$ cat src/rtl/sprite_pkg.sv
// Shared constants, widths and scheduler state type for the sprite frame scheduler.
package sprite_pkg;

    localparam int unsigned N_SPR      = 4;
    localparam int unsigned IDX_W      = 2;
    localparam int unsigned PER_W      = 6;
    localparam int unsigned ROW_W      = 10;
    localparam int unsigned VBLANK_ROW = 493;

    // 640x480 @ 60 Hz timing, kept here so the sync generator and scheduler agree
    localparam int unsigned H_ACTIVE   = 640;
    localparam int unsigned H_TOTAL    = 800;
    localparam int unsigned V_ACTIVE   = 480;
    localparam int unsigned V_TOTAL    = 525;

    typedef enum logic {
        IDLE  = 1'b0,
        OFFER = 1'b1
    } sched_state_t;

endpackage

$ cat src/rtl/sprite_frame_sched_if.sv
// Update handshake between the frame scheduler (master) and the sprite engine (slave).
interface sprite_frame_sched_if;
    import sprite_pkg::*;

    logic             upd_valid;
    logic [IDX_W-1:0] upd_idx;
    logic             upd_ready;

    modport master (output upd_valid, output upd_idx, input upd_ready);
    modport slave  (input upd_valid, input upd_idx, output upd_ready);

endinterface

$ cat src/rtl/rr_pick.sv
// Combinational round-robin finder: first set request at or above ptr, wrapping.
module rr_pick
    import sprite_pkg::*;
(
    input  logic [N_SPR-1:0] req,
    input  logic [IDX_W-1:0] ptr,
    output logic             found,
    output logic [IDX_W-1:0] idx
);

    logic [IDX_W-1:0] cand;

    // Scan from the farthest offset down so the nearest hit to ptr is the one kept
    always_comb begin
        found = |req;
        idx   = '0;
        cand  = '0;
        for (int i = N_SPR - 1; i >= 0; i--) begin
            cand = ptr + IDX_W'(i);
            if (req[cand]) begin
                idx = cand;
            end
        end
    end

endmodule

$ cat src/rtl/sprite_frame_sched.sv
// Per-sprite animation scheduler: one tick per frame at vblank entry, per-sprite
// frame dividers, and round-robin serving of due sprites on one update port.
// Build option: define SPR_VBLANK_GATE_EN to start new offers only during vblank.
module sprite_frame_sched
    import sprite_pkg::*;
(
    input  logic               clk_25,
    input  logic               rst_n,
    input  logic [ROW_W-1:0]   row,
    input  logic               cfg_we,
    input  logic [IDX_W-1:0]   cfg_idx,
    input  logic [PER_W-1:0]   cfg_period,
    input  logic               cfg_en,
    input  logic               ovr_clr,
    sprite_frame_sched_if.master upd,
    output logic               frame_tick,
    output logic               busy,
    output logic               overrun
);

    sched_state_t     state;
    logic             in_vb;
    logic             in_vb_q;
    logic [PER_W-1:0] cnt     [N_SPR];
    logic [PER_W-1:0] period  [N_SPR];
    logic [PER_W-1:0] cnt_d   [N_SPR];
    logic [N_SPR-1:0] en;
    logic [N_SPR-1:0] pending;
    logic [N_SPR-1:0] pend_d;
    logic [N_SPR-1:0] acc_vec;
    logic [IDX_W-1:0] rr_ptr;
    logic [IDX_W-1:0] pick;
    logic             found;
    logic             go;
    logic             accept;
    logic             valid_d;
    logic             ovr_set;

    assign in_vb  = (row >= ROW_W'(VBLANK_ROW));
    assign accept = (state == OFFER) && upd.upd_ready;

`ifdef SPR_VBLANK_GATE_EN
    assign go = (state == IDLE) && found && in_vb;
`else
    assign go = (state == IDLE) && found;
`endif

    assign valid_d = go | (upd.upd_valid & ~accept);

    rr_pick u_rr_pick (
        .req   (pending),
        .ptr   (rr_ptr),
        .found (found),
        .idx   (pick)
    );

    // One-hot of the sprite being accepted this cycle
    always_comb begin
        acc_vec = '0;
        if (accept) begin
            acc_vec = N_SPR'(1) << upd.upd_idx;
        end
    end

    // Divider and pending next-state; a config write to a sprite masks its tick
    always_comb begin
        pend_d  = pending & ~acc_vec;
        ovr_set = 1'b0;
        for (int s = 0; s < N_SPR; s++) begin
            cnt_d[s] = cnt[s];
            if (cfg_we && (cfg_idx == IDX_W'(s))) begin
                cnt_d[s] = '0;
            end else if (frame_tick && en[s]) begin
                if (cnt[s] == period[s]) begin
                    cnt_d[s]  = '0;
                    pend_d[s] = 1'b1;
                    if (pending[s] && !acc_vec[s]) begin
                        ovr_set = 1'b1;
                    end
                end else begin
                    cnt_d[s] = cnt[s] + PER_W'(1);
                end
            end
        end
    end

    // Frame tick, divider state, configuration and sticky overrun
    always_ff @(posedge clk_25) begin
        if (!rst_n) begin
            in_vb_q    <= 1'b1;
            frame_tick <= 1'b0;
            en         <= '0;
            pending    <= '0;
            overrun    <= 1'b0;
            for (int s = 0; s < N_SPR; s++) begin
                cnt[s]    <= '0;
                period[s] <= '0;
            end
        end else begin
            in_vb_q    <= in_vb;
            frame_tick <= in_vb & ~in_vb_q;
            pending    <= pend_d;
            overrun    <= ovr_set | (overrun & ~ovr_clr);
            for (int s = 0; s < N_SPR; s++) begin
                cnt[s] <= cnt_d[s];
            end
            if (cfg_we) begin
                period[cfg_idx] <= cfg_period;
                en[cfg_idx]     <= cfg_en;
            end
        end
    end

    // Scheduler FSM: latch a pending sprite, hold the offer until accepted
    always_ff @(posedge clk_25) begin
        if (!rst_n) begin
            state         <= IDLE;
            upd.upd_valid <= 1'b0;
            upd.upd_idx   <= '0;
            rr_ptr        <= '0;
            busy          <= 1'b0;
        end else begin
            busy <= (|pend_d) | valid_d;
            case (state)
                IDLE: begin
                    if (go) begin
                        upd.upd_idx   <= pick;
                        upd.upd_valid <= 1'b1;
                        state         <= OFFER;
                    end
                end
                OFFER: begin
                    if (upd.upd_ready) begin
                        upd.upd_valid <= 1'b0;
                        rr_ptr        <= upd.upd_idx + IDX_W'(1);
                        state         <= IDLE;
                    end
                end
                default: begin
                    upd.upd_valid <= 1'b0;
                    state         <= IDLE;
                end
            endcase
        end
    end

endmodule

$ cat src/flat_wrapper.sv
// flat-port wrapper written by rule: the top's interface ports become plain ports
module sprite_frame_sched_flat import sprite_pkg::*;
  (clk_25, rst_n, row, cfg_we, cfg_idx, cfg_period, cfg_en, ovr_clr, frame_tick, busy, overrun, upd_upd_valid, upd_upd_idx, upd_upd_ready);
  sprite_frame_sched_if upd_i ();
  input  logic clk_25;
  input  logic rst_n;
  input  logic [ROW_W-1:0] row;
  input  logic cfg_we;
  input  logic [IDX_W-1:0] cfg_idx;
  input  logic [PER_W-1:0] cfg_period;
  input  logic cfg_en;
  input  logic ovr_clr;
  output logic frame_tick;
  output logic busy;
  output logic overrun;
  output wire logic [$bits(upd_i.upd_valid)-1:0] upd_upd_valid;
  output wire logic [$bits(upd_i.upd_idx)-1:0] upd_upd_idx;
  input wire logic [$bits(upd_i.upd_ready)-1:0] upd_upd_ready;
  assign upd_upd_valid = upd_i.upd_valid;
  assign upd_upd_idx = upd_i.upd_idx;
  assign upd_i.upd_ready = upd_upd_ready;
  sprite_frame_sched u_core (.clk_25(clk_25), .rst_n(rst_n), .row(row), .cfg_we(cfg_we), .cfg_idx(cfg_idx), .cfg_period(cfg_period), .cfg_en(cfg_en), .ovr_clr(ovr_clr), .upd(upd_i), .frame_tick(frame_tick), .busy(busy), .overrun(overrun));
endmodule
$ cat config.mk
export PLATFORM = sky130hd
export DESIGN_NAME = sprite_frame_sched_flat
export DESIGN_NICKNAME = d
export VERILOG_FILES = /design/src/rtl/sprite_pkg.sv /design/src/rtl/sprite_frame_sched_if.sv /design/src/rtl/rr_pick.sv /design/src/rtl/sprite_frame_sched.sv /design/src/flat_wrapper.sv
export SDC_FILE = /design/constraint.sdc
export NUM_CORES = 1
export LEC_CHECK = 0
export BUFFER_PORTS_ARGS = -buffer_cell sky130_fd_sc_hd__buf_2
export CAP_MARGIN = 30
export CORE_MARGIN = 2
export CORE_UTILIZATION = 40
export DETAILED_ROUTE_END_ITERATION = 6
export PLACE_DENSITY = 0.56
export SETUP_SLACK_MARGIN = 0.4
export SLEW_MARGIN = 20
export SYNTH_ARGS = -nofsm -noshare
export SYNTH_HDL_FRONTEND = slang
export SYNTH_SLANG_ARGS = --single-unit
$ cat constraint.sdc
create_clock -name clk_25 -period 1.4 [get_ports clk_25]
set_input_delay 0.14 -clock clk_25 [delete_from_list [all_inputs] [get_ports clk_25]]
set_output_delay 0.14 -clock clk_25 [all_outputs]
set_load 0.1 [all_outputs]
==> results of run 1 <==
[power by group]
part | switching [mW] | internal, mW | leakage [nW] | total, mW
sequential | 0.0309 | 2.04 | 0.582 | 2.07
combinational | 0.149 | 0.100 | 1.01 | 0.250
clock | 0.692 | 0.912 | 0.101 | 1.60
total | 0.872 | 3.06 | 1.69 | 3.93
[cell families after synthesis]
family	Yosys count	synth area share [%]
AO/OA/AOI/OAI	35	7.947
flip-flops	66	51.13
AND/OR/NAND/NOR	137	21.06
multiplexers	3	0.9832
buffers and inverters	22	2.990
XOR/XNOR	44	12.62
adder cells (fa/ha/maj)	8	3.277
[sequential cells by signal, indices dropped and copies added (netlist names)]
signal,cells
u_core.cnt,24
u_core.period,24
u_core.en,4
u_core.pending,4
u_core.rr_ptr,2
u_core.upd.upd_idx,2
u_core.busy,1
u_core.frame_tick,1
u_core.in_vb_q,1
u_core.overrun,1
u_core.state,1
u_core.upd.upd_valid,1
[worst min-delay path, delay by kind of cell]
family	cells	cell delay, ns
AOI/OAI and AO/OA	1	0.06
buffers and inverters	1	0.14
and+or+nand+nor	1	0.06
[layout by cell type (no fill, tap or decap), types with 6 or more instances in the layout]
master	count
nor2_2	7
nand4_1	13
buf_4	34
buf_2	23
edfxtp_1	24
inv_1	10
clkbuf_8	10
and2_1	8
dfxtp_1	31
dfxtp_2	7
buf_12	6
buf_6	9
xor2_1	29
nand2_1	41
nor2_1	39
xnor2_1	12
[metal layers]
layer	share of wire, %	GRT usage, %	up-vias
li1	-	-	1207
met1	45	21.15	1095
met2	51	28.62	24
met3	3.8	5.228	5
met4	0.55	4.419	0
met5	0	0	-
[path summary, 6_finish.rpt]
kind,start,to,slack (ns),cells after the start
worst max register to register,u_core.period[1][3]$_SDFFCE_PN0P_,u_core.busy$_SDFF_PN0_,-0.12,6
worst max-delay path,u_core.period[1][3]$_SDFFCE_PN0P_,u_core.busy$_SDFF_PN0_,-0.12,6
worst min-delay path,cfg_en,u_core.en[1]$_SDFFE_PN0P_,0.11,3
worst min register to register,u_core.in_vb_q$_SDFF_PN1_,u_core.frame_tick$_SDFF_PN0_,0.39,1
[metrics by stage]
step / instances / setup slack (ns)
floorplan: 315 / -0.00004163
global placement: 464 / -0.05560
detailed placement: 464 / -0.06864
CTS: 485 / -0.1157
global route: 493 / -0.2013
finish: 493 / -0.1203
[timing repair]
action	4_1_cts	5_1_grt
hold endpoints to repair	1	0
hold buffers	1	0
pin swaps	16	13
gates resized for setup	51	26
buffers inserted	4	8
setup endpoints to repair	41	42
[area by class of cell]
cell class | count | area, um^2 | share of cell area, %
Timing Repair Buffer | 73 | 601.8 | 14.38
Sequential cell | 66 | 1585 | 37.88
Clock buffer | 16 | 202.7 | 4.843
Inverter | 12 | 50.05 | 1.196
Multi-Input combinational cell | 227 | 1622 | 38.74
Tap cell | 99 | 123.9 | 2.960
==> results.md, run 1 <==
- Routability-driven placement finished with a final weighted congestion of approximately 0.82.
- The primary flip-flop cell chosen by synthesis mapping is dfxtp_1.
- IR analysis of the VDD net gives a maximum drop of 749.8 uV.
- The final number of setup-violating endpoints is 16.
- Dividing total power by cell area gives a power density of 938.5 mW/mm^2.
- After synthesis, flip-flops and latches occupy 51.13% of the total area.
- Counting the buffers created by CTS gives 9.
- The maximum fanout along the worst path is 4.
- The number of failing hold endpoints at the final stage is 0.
- The endpoint required time on the critical path is 1.68 ns.
- The cell area after synthesis is around 0.003 mm^2.
- Input and output buffers added on the ports amount to 29.
- The number of slew-limit violations in the final report is 0.
- At the later pin of the worst-skew pair, clock insertion delay measures between 0.3 and 0.4 ns.
- The cell with the most instances after synthesis is nor2_1.
- Counting along the longest clock path gives a buffer depth of 2.
- For this run, the total global-route usage over all layers was measured as 17.00%.
- In this run the tightest slew margin relative to its limit is ~80%.
- The x dimension of the die is about 91 um.
- The sum of net half-perimeters after detailed placement is around 4700 um.
- The floorplan has 31 rows.
- The repair_antennas step left the layout with diodes totalling 0.
- In this run the worst hold path is classified as in -> reg.
- Once the floorplan was initialized, standard cells occupied a little over two fifths of the core.
- The overall power is 3.928 mW.
- The accumulated negative setup slack is -1.122 ns.
- The final routed wire length divided by cell count is roughly 14 um.
- After filler insertion, the fill cell instance count of the layout stands at 626.
- Derived from the worst setup path, the maximum achievable clock frequency is 0.6578 GHz.
- The number of nets handed over by synthesis was 347.
- The worst path arrival time is 1.80 ns.
- The cell area after placement is 0.003601 mm^2.
- The final period utilization is 108.6%.
- The largest single stage delay on the critical path is 0.38 ns.
- The flop and latch count out of synthesis is 66.
- For this run, the share of the core covered by cells in the final layout is 57.09%.
- Summing all non-filler instances in the final layout gives an area of 0.004185 mm^2.
- The final critical-path required period is about 1.5 ns.
- The via count of the first global-routing pass is about 2,400.
- The largest net degree at the start of global routing is 18.
- The floorplan die area is 0.008350 mm^2.
- Setup repair after global routing could not meet its margin everywhere.
- The iteration count of the initial detailed-routing pass is 4.
- The top-area cell type share of the netlist area is 27.53%.
- The boundary pin count is 30.
- Final hold analysis gives a worst-case slack of 0.1097 ns.
- The top cell type by total area after synthesis is dfxtp_1.
- The fraction of synthesis flops using an asynchronous set or reset pin is 0%.
- Traced cell by cell, the critical path runs through xor2_1, nor4_1, nand4_1, buf_6, o211ai_1, o31a_1.
- The synthesized area per cell is between 9 and 10 um^2.
- In the post-synthesis netlist, the biggest area contributors are dfxtp_1 28%, edfxtp_1 24%, xor2_1 9.2%.
- The final layout contains routed wiring with a total length of about 6700 um.
- The number of buffers and inverters on the critical path is 1.
- The per-cell via count in the routed design is 4.728.
- The total grt overflow is 0.
- The ratio of cells with drive above 1 in the final layout is 35.53%.
- Counting flops with a built-in enable in the synthesized netlist gives 24.
- The count of nets left with antenna violations once routing finished came out at 0.
- For this block, the via count after detailed routing is 2,331.
- The type of element capturing the critical path is a flop.
- The first global-routing pass estimated 11,110 um of wire.
- On the final layout, the worst clock skew is between 0.01 and 0.015 ns.
- The cell count after synthesis came out at 315.
- The final reports fail on setup timing.
- The start-to-end type of the worst setup path is reg -> reg.
- The flow ran to the end, but the final reports show violations.
- The H-tree depth is 3.
- Sorting the synthesized cells by how often they occur yields 47 x nor2_1, 44 x nand2_1, 42 x dfxtp_1, 32 x xor2_1, 24 x edfxtp_1.
- After the first detailed-routing iteration, the DRC count stood at 111.
- Among all stages on the critical path, the largest delay is contributed by edfxtp_1.
- Grouping stages by cell kind, the critical path spends the most delay in simple AND/OR/NAND/NOR gates.
- The startpoint type of the worst setup path is a flop.
- The layout overhead on the synthesized area is 37.03%.
- During synthesis, Yosys emitted a total of 0 warnings.
- Synthesis instantiated 39 different standard cells from the library.
- In this run the static leakage power is approximately 1.7 nW.
- The TritonCTS clock tree is yes.
- The vertical die dimension is 91.38 um.
- After clock tree synthesis, the clock-pin slew on the worst setup and hold paths is 0.07 ns.
- After layout, the worst setup slack is -0.1203 ns.
- For this design, the sink count on the clock tree is 66.
- The count of nets after finishing is roughly 420.
- The cell chosen for the clock root is clkbuf_8.
- The number of antenna violations at the first check in global routing is 0.
- The post-route DRC violation count is 0.
- The slew at the pin closest to its max-slew limit is 0.2999 ns.
- The area inside the core boundary is 0.007331 mm^2.
- Across the run, the number of max-cap violations was 0.
Note: power is estimated with default switching activity, not from simulation.
==> inputs of run 2 (changes only) <==
Settings changed: PLACE_DENSITY 0.56 to 0.54.
Clock period 1.4 ns to 2 ns, I/O delays scaled along.
==> results.md, run 2 (synthesis gave the netlist of run 1 again) <==
- Status: finished, final reports clean (was complete, but fails checks).
- The reg-to-reg setup timing slack is 0.49 ns (was -0.12 ns).
- The most common cell after layout, fill and taps aside is nor2_1 (was nand2_1).
- The cell count after placement was 434 (was 464).
- The number of buffers and inverters on the critical path is 1 (unchanged).
- The worst hold slack across all endpoints was 0.06371 ns (was 0.1097 ns).
- The iteration count of the initial detailed-routing pass came to 4 (unchanged).
- The startpoint type of the worst setup path is a flop (unchanged).
- Registers with the highest flip-flop counts: u_core.cnt (24), u_core.period (24) (unchanged).
- The max-slew headroom at the worst pin is 67.89% (was 79.94%).
- The number of DRC markers after the initial detailed-route iteration was 60 (was 111).
- The worst vdd rail ir drop is 681.9 uV (was 749.8 uV).
- The setup slack after placement is 0.3986 ns (was -0.06864 ns).
- The slew at the pin closest to its max-slew limit is 0.4849 ns (was 0.2999 ns).
- The endpoint required time on the critical path is 2.28 ns (was 1.68 ns).
- The CTS clock-pin slew for the worst setup and hold paths is 0.07 ns (about the same).
- The vertical die dimension is 91.38 um (unchanged).
- The maximum buffer depth of the clock tree is 2 (unchanged).
- The final routed wire length divided by cell count is 13.66 um (was 13.57 um).
- The fmax is 0.6630 GHz (was 0.6578 GHz).
- The worst path arrival time was 1.78 ns (was 1.80 ns).
- The largest net degree at the start of global routing was 18 (unchanged).
- The first-pass GRT wire length is 10,210 um (was 11,110 um).
- The clock buffer count from CTS is 9 (unchanged).
- The final cell count without fillers is 452 (was 493).
- The TritonCTS clock tree is yes (unchanged).
- The final period utilization is 75.41% (was 108.6%).
- The power density relative to cell area is 751.3 mW/mm^2 (was 938.5 mW/mm^2).
- The cell chosen for the clock root is clkbuf_8 (unchanged).
- The remaining antenna violation count after routing is 0 (unchanged).
- Commonest non-fill, non-tap cells in the layout: 47 x nor2_1, 44 x nand2_1, 39 x dfxtp_1 (was 41 x nand2_1, 39 x nor2_1, 34 x buf_4).
- The leakage power is 1.424 nW (was 1.693 nW).
- The number of antenna violations at the first check in global routing is 0 (unchanged).
- The number of clock sinks is 66 (unchanged).
- The H-tree depth is 3 (unchanged).
- The layout overhead on the synthesized area is 15.61% (was 37.03%).
- The start-to-end type of the worst setup path is reg -> reg (unchanged).
- The number of rows created at floorplan is 31 (unchanged).
- The count of buffers from port buffering is 29 (unchanged).
- The overall routing resource usage is 15.88% (was 17.00%).
- The type of the tightest min-delay check is in -> reg (unchanged).
- The accumulated negative setup slack is 0 ns (was -1.122 ns).
- The latest clock arrival within the worst-skew pair is 0.34 ns (about the same).
- The detailed-route wire length is 6174 um (was 6692 um).
- The number of failing hold endpoints at the final stage is 0 (unchanged).
- The floorplan die area came to 0.008350 mm^2 (unchanged).
- The number of diodes is 0 (unchanged).
- The total grt overflow came to 0 (unchanged).
- The number of slew-limit violations in the final report is 0 (unchanged).
- The ratio of cells with drive above 1 in the final layout is 17.28% (was 35.53%).
- The initial core utilization is 41.66% (unchanged).
- The weighted congestion reported at the end of routability-driven placement is 0.7404 (was 0.8234).
- The sum of net half-perimeters after detailed placement is 4458 um (was 4653 um).
- The maximum single-stage delay on the critical path was 0.38 ns (about the same).
- The total vias in the final route was 2,170 (was 2,331).
- The final setup skew is 0.008039 ns (was 0.01044 ns).
- The via count of the first global-routing pass is 2,069 (was 2,355).
- The count of nets after finishing is 380 (was 421).
- The category of cells accounting for the largest share of critical-path delay is simple AND/OR/NAND/NOR gates (unchanged).
- The maximum fanout along the worst path is 4 (unchanged).
- Critical path, cell by cell: xor2_1, nor4_2, nand4_1, buf_4, o211ai_1, o31a_1 (was xor2_1, nor4_1, nand4_1, buf_6, o211ai_1, o31a_1).
- RSZ-0062 raised after global routing: yes (unchanged).
- The boundary pin count is 30 (unchanged).
- The final number of setup-violating endpoints is 0 (was 16).
- The post-layout worst setup margin is 0.4918 ns (was -0.1203 ns).
- The final critical-path required period came to 1.508 ns (was 1.520 ns).
- The per-cell via count in the routed design is 4.801 (was 4.728).
- The post-route DRC violation count came to 0 (unchanged).
- The type of element capturing the critical path is a flop (unchanged).
- The x dimension of the die came to 91.38 um (unchanged).
- The worst-path cell with the longest stage delay is edfxtp_1 (unchanged).
- The number of maximum-capacitance constraint violations was 0 (unchanged).
- The area inside the core boundary is 0.007331 mm^2 (unchanged).
run 2: cell count changes in the layout (fill, tap and decap cells not counted), sizes merged:
cell,before,now
clkinv,0,3
clkbuf,16,12
dlygate4sd3,1,0
buf,72,32
bufinv,0,1
run 2: worst min-delay path, stage by stage:
cell and delay (ns):
buf_2 0.07, nor2_1 0.04, nand2_1 0.05
run 2: power by group:
group | internal (mW) | total (mW) | switching [mW]
sequential | 1.43 | 1.45 | 0.0200
clock | 0.567 | 1.05 | 0.487
combinational | 0.0543 | 0.145 | 0.0907
run 2: final timing paths:
| kind | depth (start not counted) | to | start |
|---|---|---|---|
| max | 6 | u_core.busy$_SDFF_PN0_ | u_core.period[1][4]$_SDFFCE_PN0P_ |
| min | 3 | u_core.in_vb_q$_SDFF_PN1_ | row[9] |
| max reg2reg | 6 | u_core.busy$_SDFF_PN0_ | u_core.period[1][4]$_SDFFCE_PN0P_ |
| min reg2reg | 1 | u_core.frame_tick$_SDFF_PN0_ | u_core.in_vb_q$_SDFF_PN1_ |
run 2: through the flow:
step	area, um^2	power, mW	utilization [%]
after floorplan	3060	1.568	-
after global placement	3291	1.624	44.89
after detailed placement	3291	1.625	44.89
after CTS	3473	2.685	47.38
after global routing	3531	2.750	48.17
final	3531	2.653	48.17
run 2: metal layers:
layer  track usage [%]  share of wire (%)  up-vias
met1             20.35                 49     1016
met4             7.071                1.2        0
li1                  -                  -     1124
met3             5.560                4.1        8
met2             24.08                 46       22
met5                 0                  0        -
run 2: final cells by class:
cell class,count,area [um^2]
Fill cell,719,3800
Sequential cell,66,1568
Multi-Input combinational cell,227,1445
Timing Repair Buffer,32,171.4
Clock buffer,12,135.1
Tap cell,99,123.9
Inverter,12,45.04
Clock inverter,4,42.54
run 2: timing repair:
action	CTS	global route
gates resized for setup	1	9
hold buffers	0	0
setup buffers	0	2
pin swaps	0	5
endpoints found under the setup margin	6	22
